## src/rtl/pprm_inv_pipe.sv

```systemverilog
`default_nettype none
// ============================================================================
// Module   : pprm_inv_pipe
// Purpose  : Multi-lane pipelined GF(2^8) inverter (AES field) with a
//            valid/ready handshake, bubble-collapsing register slices and a
//            sideband tag that travels with each beat.
//            Stage 1 : X -> A,B (nibbles of X^16), C (norm X^17 in GF(16))
//            Stage 2 : D = C^-1 in GF(16)
//            Stage 3 : Y = (A,B) * D = X^-1
//            REG_MASK[0] registers the stage 1->2 boundary, REG_MASK[1]
//            the stage 2->3 boundary; the output register always exists.
// Options  : define PPRM_INV_PIPE_AFFINE_EN to pass each lane through the
//            AES affine transform so out_data is the SubBytes value.
// Revision : 1.0 - initial release
// ============================================================================
module pprm_inv_pipe #(
  parameter int         LANES    = 4,
  parameter int         TAG_W    = 4,
  parameter logic [1:0] REG_MASK = 2'b11
) (
  input  logic                 clk,
  input  logic                 rst,
  input  logic                 in_valid,
  output logic                 in_ready,
  input  logic [8*LANES-1:0]   in_data,
  input  logic [TAG_W-1:0]     in_tag,
  output logic                 out_valid,
  input  logic                 out_ready,
  output logic [8*LANES-1:0]   out_data,
  output logic [TAG_W-1:0]     out_tag,
  output logic                 busy
);

  localparam int DW = 8 * LANES;
  localparam int MW = 12 * LANES;

  // GF(2^8) multiply modulo x^8+x^4+x^3+x+1
  function automatic logic [7:0] gf_mul(input logic [7:0] a, input logic [7:0] b);
    logic [7:0] acc;
    logic [7:0] sh;
    acc = 8'h00;
    sh  = a;
    for (int i = 0; i < 8; i++) begin
      if (b[i]) acc = acc ^ sh;
      sh = {sh[6:0], 1'b0} ^ (sh[7] ? 8'h1B : 8'h00);
    end
    return acc;
  endfunction

  function automatic logic [7:0] gf_sq(input logic [7:0] a);
    return gf_mul(a, a);
  endfunction

  // The GF(16) subfield of the AES field is spanned by {01, E1, 5C, 0C}
  // (E1 = 03^17).  Subfield values cross the slices as 4-bit coordinates in
  // that basis; these coordinates are recovered from bits 7,6,3,0.
  function automatic logic [3:0] sub_pack(input logic [7:0] s);
    return {s[3] ^ s[6] ^ s[7], s[6] ^ s[7], s[7], s[0] ^ s[7]};
  endfunction

  function automatic logic [7:0] sub_unpack(input logic [3:0] k);
    return ({8{k[0]}} & 8'h01) ^ ({8{k[1]}} & 8'hE1) ^
           ({8{k[2]}} & 8'h5C) ^ ({8{k[3]}} & 8'h0C);
  endfunction

  // X^16 goes forward as A,B; X^17 = X^16 * X is the subfield norm C
  function automatic logic [11:0] stage1(input logic [7:0] x);
    logic [7:0] x16;
    x16 = gf_sq(gf_sq(gf_sq(gf_sq(x))));
    return {x16, sub_pack(gf_mul(x16, x))};
  endfunction

  // D = C^14 = C^-1 inside GF(16); 0 maps to 0
  function automatic logic [11:0] stage2(input logic [11:0] abc);
    logic [7:0] c1;
    logic [7:0] c2;
    logic [7:0] c4;
    logic [7:0] c8;
    c1 = sub_unpack(abc[3:0]);
    c2 = gf_sq(c1);
    c4 = gf_sq(c2);
    c8 = gf_sq(c4);
    return {abc[11:4], sub_pack(gf_mul(gf_mul(c8, c4), c2))};
  endfunction

`ifdef PPRM_INV_PIPE_AFFINE_EN
  // AES affine transform: b ^ rotl1..rotl4 ^ 0x63
  function automatic logic [7:0] aes_affine(input logic [7:0] b);
    return b ^ {b[6:0], b[7]} ^ {b[5:0], b[7:6]} ^ {b[4:0], b[7:5]} ^
           {b[3:0], b[7:4]} ^ 8'h63;
  endfunction
`endif

  // Y = X^16 * X^-17 = X^-1
  function automatic logic [7:0] stage3(input logic [11:0] abd);
    logic [7:0] y;
    y = gf_mul(abd[11:4], sub_unpack(abd[3:0]));
`ifdef PPRM_INV_PIPE_AFFINE_EN
    return aes_affine(y);
`else
    return y;
`endif
  endfunction

  // Boundary views: what each downstream stage sees, registered or not
  logic            ready0;
  logic            ready1;
  logic            ready2;
  logic            v0;
  logic            v1;
  logic [MW-1:0]   d0;
  logic [MW-1:0]   d1;
  logic [TAG_W-1:0] t0;
  logic [TAG_W-1:0] t1;
  logic            s0_busy;
  logic            s1_busy;
  logic [MW-1:0]   st1_out;
  logic [MW-1:0]   st2_out;
  logic [DW-1:0]   st3_out;

  for (genvar k = 0; k < LANES; k++) begin : g_lane
    assign st1_out[12*k +: 12] = stage1(in_data[8*k +: 8]);
    assign st2_out[12*k +: 12] = stage2(d0[12*k +: 12]);
    assign st3_out[8*k +: 8]   = stage3(d1[12*k +: 12]);
  end

  // Output stage accepts when empty or draining this cycle
  assign ready2   = !out_valid || out_ready;
  assign in_ready = ready0;

  if (REG_MASK[0]) begin : g_s0_reg
    logic             s0_valid;
    logic [MW-1:0]    s0_data;
    logic [TAG_W-1:0] s0_tag;

    // Stage 1->2 slice: loads whenever it can pass on or is empty
    always_ff @(posedge clk or posedge rst) begin
      if (rst) begin
        s0_valid <= 1'b0;
        s0_data  <= '0;
        s0_tag   <= '0;
      end else if (ready0) begin
        s0_valid <= in_valid;
        if (in_valid) begin
          s0_data <= st1_out;
          s0_tag  <= in_tag;
        end
      end
    end

    assign ready0  = !s0_valid || ready1;
    assign v0      = s0_valid;
    assign d0      = s0_data;
    assign t0      = s0_tag;
    assign s0_busy = s0_valid;
  end else begin : g_s0_comb
    assign ready0  = ready1;
    assign v0      = in_valid;
    assign d0      = st1_out;
    assign t0      = in_tag;
    assign s0_busy = 1'b0;
  end

  if (REG_MASK[1]) begin : g_s1_reg
    logic             s1_valid;
    logic [MW-1:0]    s1_data;
    logic [TAG_W-1:0] s1_tag;

    // Stage 2->3 slice: same load rule, fed from the S0 view
    always_ff @(posedge clk or posedge rst) begin
      if (rst) begin
        s1_valid <= 1'b0;
        s1_data  <= '0;
        s1_tag   <= '0;
      end else if (ready1) begin
        s1_valid <= v0;
        if (v0) begin
          s1_data <= st2_out;
          s1_tag  <= t0;
        end
      end
    end

    assign ready1  = !s1_valid || ready2;
    assign v1      = s1_valid;
    assign d1      = s1_data;
    assign t1      = s1_tag;
    assign s1_busy = s1_valid;
  end else begin : g_s1_comb
    assign ready1  = ready2;
    assign v1      = v0;
    assign d1      = st2_out;
    assign t1      = t0;
    assign s1_busy = 1'b0;
  end

  // Output register: holds data/tag stable while stalled
  always_ff @(posedge clk or posedge rst) begin
    if (rst) begin
      out_valid <= 1'b0;
      out_data  <= '0;
      out_tag   <= '0;
    end else if (ready2) begin
      out_valid <= v1;
      if (v1) begin
        out_data <= st3_out;
        out_tag  <= t1;
      end
    end
  end

  assign busy = s0_busy || s1_busy || out_valid;

endmodule
`default_nettype wire
```

## config.mk

```make
export PLATFORM = sky130hd
export DESIGN_NAME = pprm_inv_pipe
export DESIGN_NICKNAME = d
export VERILOG_FILES = /design/src/rtl/pprm_inv_pipe.sv
export SDC_FILE = /design/constraint.sdc
export NUM_CORES = 1
export LEC_CHECK = 0
export ABC_AREA = 0
export CORE_UTILIZATION = 55
export DETAILED_ROUTE_END_ITERATION = 8
export GPL_TIMING_DRIVEN = 0
export PLACE_DENSITY = 0.8
export RECOVER_POWER = 50
export SLEW_MARGIN = 20
export SYNTH_ARGS = -nofsm -noshare
export SYNTH_HDL_FRONTEND = slang
export SYNTH_SLANG_ARGS = --single-unit
```

## constraint.sdc

```tcl
create_clock -name clk -period 12.04 [get_ports clk]
set_input_delay 3.01 -clock clk [delete_from_list [all_inputs] [get_ports clk]]
set_output_delay 3.01 -clock clk [all_outputs]
set_load 0.02 [all_outputs]
```

==> results of run 1 <==
cell families (layout without fill, tap and decap cells):
group	Yosys count	after routing	synth area share [%]
compound gates	1181	1181	20.82
xor+xnor	1354	1354	36.28
fa+ha+maj	52	52	1.755
buf+inv	474	576	5.333
flops	143	143	9.803
mux	235	235	6.859
other cells	0	2	0
simple gates	1546	1546	19.14
worst paths after layout:
path | from | endpoint | slack (ps) | cells after the start
worst min register to register | d0[46]$_DFFE_PP0P_ | d0[46]$_DFFE_PP0P_ | 480 | 2
worst min-delay path | d0[46]$_DFFE_PP0P_ | d0[46]$_DFFE_PP0P_ | 480 | 2
min in group asynchronous | rst | g_s1_reg.s1_tag[1]$_DFFE_PP0P_ | 3610 | 2
worst max-delay path | in_data[23] | d0[27]$_DFFE_PP0P_ | 360 | 34
worst max register to register | d0[37]$_DFFE_PP0P_ | d1[39]$_DFFE_PP0P_ | 580 | 36
max in group asynchronous | rst | out_data[8]$_DFFE_PP0P_ | 2910 | 3
stage by stage:
stage,util [%],cells,instance area (µm²),setup TNS [ps]
global placement,58.20,5917,38260,-2360
detailed placement,58.27,5918,38310,-3329
CTS,59.17,5950,38900,0
floorplan,-,4985,36500,0
global route,59.41,5953,39060,-87.41
finish,59.41,5953,39060,0
state kept, by name, indices dropped and copies added, names as in the netlist:
register and count:
d1 48, g_s0_reg.s0_tag 4, out_tag 4, g_s1_reg.s1_valid 1, out_valid 1, out_data 32, g_s1_reg.s1_tag 4, d0 48
g_s0_reg.s0_valid 1
layout make-up:
class                           instances  area [µm²]  share of cell area [%]
Timing Repair Buffer                   71       699.4                   1.791
Sequential cell                       143        3578                   9.161
Antenna cell                            2       5.005                 0.01281
Inverter                              101       380.4                  0.9737
Multi-Input combinational cell       4368       31190                   79.86
Buffer                                372        1570                   4.020
Clock inverter                         14       125.1                  0.3203
Clock buffer                           18       429.2                   1.099
Tap cell                              864        1081                   2.767
cells in the mapped netlist, drive strengths merged (48+ instances only):
| cell | count |
|---|---|
| nand2 | 574 |
| xnor3 | 67 |
| inv | 90 |
| xor2 | 326 |
| a22oi | 82 |
| nor2b | 54 |
| buf | 128 |
| o21ai | 354 |
| a21oi | 252 |
| o22ai | 72 |
| nor2 | 465 |
| nand3 | 99 |
| dfrtp | 143 |
| clkbuf | 245 |
| ha | 48 |
| mux2 | 98 |
| mux2i | 136 |
| xnor2 | 952 |
| nand2b | 72 |
| nor3 | 90 |
tightest hold or removal path, delay by kind of cell (launching register included):
family,cells,cell delay [ps]
flip-flops,1,340
AND/OR/NAND/NOR,1,50
AO/OA/AOI/OAI,1,60
timing repair:
item	in CTS	in global routing
endpoints found under the hold margin	0	0
endpoints found under the setup margin	2	15
cloned	0	0
gates resized for setup	5	28
buffers inserted	0	2
pin swaps	0	1
metal layers:
metal,share of wire [%],up-vias
li1,-,17423
met1,45,16972
met2,45,1619
met3,7.9,174
met4,2.3,2
met5,0.012,-
==> metrics.cfg, run 1 <==
[outcome]
status=finished, violations left
violations=max-capacitance violations, max-slew violations

[synthesis]
ys_types=109
yosys.area.top_type=xnor2_1
synth.top_cell.area_share_pct=22.15
syn_nets=5073
ys_ff_latch=143
synth_ff_type=dfrtp_1
syn_area_mm2=0.03650
seq_area_frac_synth_pct=9.803
syn_area_per_cell_um2=7.322
synthTopCellsByArea=xnor2_1, dfrtp_1, xor2_1, nand2_1, nor2_1
async_flop_share_pct=100.0
syn_inst=4985
yosysWarnings=0
synth-edff-count=0

[floorplanning]
rows=94
io_pins=79
fp.dieH_um=259.6
start_util_pct=55.52
dieArea_mm2=0.06740
core_area_mm2=0.06575
die_width_um=259.6

[worst_hold_path]
hold_path.class=register to register

[grt]
grt.busiest_layer=met2
grt_pass1_vias=32337
grt_max_degree=94
use_met3_pct=3.626
grt_pass1_wl_um=164400
gr-total-overflow=0
grt_use_met2_pct=46.26
grt_usage_pct=28.97
antenna_found_initial=3
use_met1_pct=40.34

[route]
viasPerCell=6.079
drt-wirelength-per-cell_um=17.03
dr.pass1.iters=8
vias=36190
wirelength_um=101400
first_iter_violations=3748
post-route-drc-count=0
ant_nets=0

[timing]
whs_ps=476.6
period_share_pct=97.01
fin_ws_ps=359.6
slew_headroom_pct=-227.4
slew_violations=146
setup_viol=0
worstMarginPinSlew_ps=4912
clock_skew_ps=16.54
rsz0062_at_grt=yes
min_period_ps=11680
clock.fmax_mhz=85.61
hold_viol=0

[setup_path]
crit_path_start_kind=primary input
critPathKind=primary input to register
cp_slowest_cell=xnor3_1
end_kind=register
slowest_delay_ps=580
cpMostUsedCell=xnor2_1
required_ps=12400
critPathArrivalTime_ps=12040
critPathBufInv=5
cp_max_fo=10
critPathTopFamily=XOR/XNOR gates

[clock_tree]
cts_tree=done
htree_levels=4
clockRootBuffer=clkbuf_16
cts_sinks=143
cts_hold_buf=0
cts_buffers=17
clock_latency_ps=500
clk_pin_slew_ps=70
clockBufferDepth=2

[finish]
synthToLayoutAreaGrowth_pct=7.013
final_cell_mix=xnor2_1, nand2_1, nor2_1
fillers=5968
drive_above_1_share_pct=6.684
fin_nets=5162
final_common_cell=xnor2_1

[placed_design]
portBuffers=68
dp.final_hpwl_um=75530
place.gp.congestion=0.9810
pre_cts_ws_ps=-927.0

[flow_run]
max-cap-violations=2

Power of run 1 is left out: the tool's default activity adds up to more than one toggle a clock period on the data nets, which glitch-free logic cannot reach.
==> run 2: changes to the inputs <==
==> constraint.sdc (replaced) <==
create_clock -name clk -period 14.4 [get_ports clk]
set_input_delay 3.6 -clock clk [delete_from_list [all_inputs] [get_ports clk]]
set_output_delay 3.6 -clock clk [all_outputs]
set_load 0.02 [all_outputs]
==> metrics.cfg, run 2 (synthesis gave the netlist of run 1 again) <==
[placed_design]
portBuffers=68  ; unchanged
place.gp.congestion=0.9810  ; unchanged
dp.final_hpwl_um=75530  ; unchanged
pre_cts_ws_ps=843.0  ; +1770 ps

[clock_tree]
clock_latency_ps=500  ; about the same
clockBufferDepth=2  ; unchanged
cts_buffers=17  ; unchanged
cts_resized=0  ; -5
cts_tree=done
cts_sinks=143  ; unchanged
htree_levels=4  ; unchanged
clk_pin_slew_ps=70  ; about the same
cts_setup_buffers=0  ; unchanged
clockRootBuffer=clkbuf_16
cts_hold_buf=0  ; unchanged

[route]
wirelength_um=101300  ; -0.10%
post-route-drc-count=0  ; unchanged
ant_nets=0  ; unchanged
viasPerCell=6.068  ; -0.19%
dr.pass1.iters=9  ; +1
vias=36116  ; -0.20%
drt-wirelength-per-cell_um=17.02  ; about the same
first_iter_violations=3764  ; +0.43%

[floorplanning]
dieArea_mm2=0.06740  ; unchanged
core_area_mm2=0.06575  ; unchanged
die_width_um=259.6  ; unchanged
io_pins=79  ; unchanged
fp.dieH_um=259.6  ; unchanged
rows=94  ; unchanged
start_util_pct=55.52  ; unchanged

[grt]
grt_pass1_wl_um=164200  ; -0.12%
antenna_found_initial=4  ; +1
grt_max_degree=94  ; unchanged
grt_pass1_vias=32317  ; -0.062%
grt_usage_pct=28.91  ; -0.055 points
gr-total-overflow=0  ; unchanged

[setup_path]
crit_path_start_kind=primary input
required_ps=14750  ; +2350 ps
critPathArrivalTime_ps=13620  ; +1580 ps
regToRegSetupSlack_ps=2790  ; +2210 ps
r2r-start=d0[38]$_DFFE_PP0P_
r2r_end=d1[39]$_DFFE_PP0P_
critPathBufInv=9  ; +4
critPathTopFamily=XOR/XNOR gates
crit_end=d0[27]$_DFFE_PP0P_
critPathKind=primary input to register
setup.worst_path.start=in_data[16]
reg2regPathDepth=34  ; -5.6%
cp.depth=36  ; +5.9%
cpMostUsedCell=xnor2_1
cp_slowest_cell=xnor2_1
slowest_delay_ps=690  ; +110 ps
cp_max_fo=10  ; unchanged
end_kind=register

[timing]
min_period_ps=13270
whs_ps=478.5  ; +1.882 ps
slew_violations=146  ; unchanged
clock_skew_ps=14.97  ; -1.562 ps
rsz0062_at_grt=no
fin_tns_setup_ps=0  ; unchanged
period_share_pct=92.13
setup_viol=0  ; unchanged
hold_viol=0  ; unchanged
clock.fmax_mhz=75.38
worstMarginPinSlew_ps=4914  ; +2.220 ps
slew_headroom_pct=-227.6  ; about the same
fin_ws_ps=1133  ; +773.6 ps

[finish]
synthToLayoutAreaGrowth_pct=6.472
final_cell_mix=xnor2_1, nand2_1, nor2_1
final_common_cell=xnor2_1
fin_nets=5161  ; -0.019%
drive_above_1_share_pct=6.095  ; -0.59 points

[outcome]
status=finished, violations left
violations=max-capacitance violations, max-slew violations

[worst_hold_path]
hold_path.class=register to register

[flow_run]
max-cap-violations=2  ; unchanged

run 2: cell count changes in the layout (fill, tap and decap cells not counted), sizes merged:
cell	delta
buf	-1
run 2: metrics by stage:
step	instances	area, µm²	util [%]
2_1_floorplan	4985	36500	-
3_3_place_gp	5917	38260	58.20
3_5_place_dp	5918	38310	58.27
4_1_cts	5950	38860	59.11
5_1_grt	5952	38860	59.11
6_report	5952	38860	59.11
run 2: routing by layer:
metal / GRT usage, % / vias to the layer above / share of wire [%]
met5: 0 / - / 0.026
met4: 8.709 / 4 / 2.2
met3: 3.713 / 163 / 7.6
met2: 46.19 / 1564 / 45
met1: 40.34 / 16960 / 45
li1: - / 17425 / -
run 2: how the worst min path moves through the flow:
stage	from	end	slack [ps]	cells after the start
6_report	d0[31]$_DFFE_PP0P_	d0[31]$_DFFE_PP0P_	480	2
2_1_floorplan	d0[10]$_DFFE_PP0P_	d0[10]$_DFFE_PP0P_	450	2
4_1_cts	d0[31]$_DFFE_PP0P_	d0[31]$_DFFE_PP0P_	480	2
3_5_place_dp	d0[31]$_DFFE_PP0P_	d0[31]$_DFFE_PP0P_	470	2
3_3_place_gp	d0[30]$_DFFE_PP0P_	d0[30]$_DFFE_PP0P_	460	2
5_1_grt	out_data[7]$_DFFE_PP0P_	out_data[7]$_DFFE_PP0P_	510	2
run 2: area by class of cell:
class | instances | area, µm²
multi-input combinational | 4368 | 31010
fill | 6010 | 26880
sequential | 143 | 3578
buffer | 373 | 1568
tap | 864 | 1081
timing repair buffer | 69 | 684.4
clock buffer | 18 | 429.2
inverter | 101 | 380.4
clock inverter | 14 | 125.1
antenna | 2 | 5.005
run 2: worst register-to-register path: cells and delay by family, from the launching register on:
family / cells / cell delay (ps)
DFF: 1 / 490
AOI/OAI and AO/OA: 3 / 680
buffers and inverters: 6 / 1770
adders and majority gates: 3 / 1460
and+or+nand+nor: 3 / 400
xor gates and xnor gates: 17 / 5820
muxes: 2 / 880
Power of run 2 is left out for the same reason.
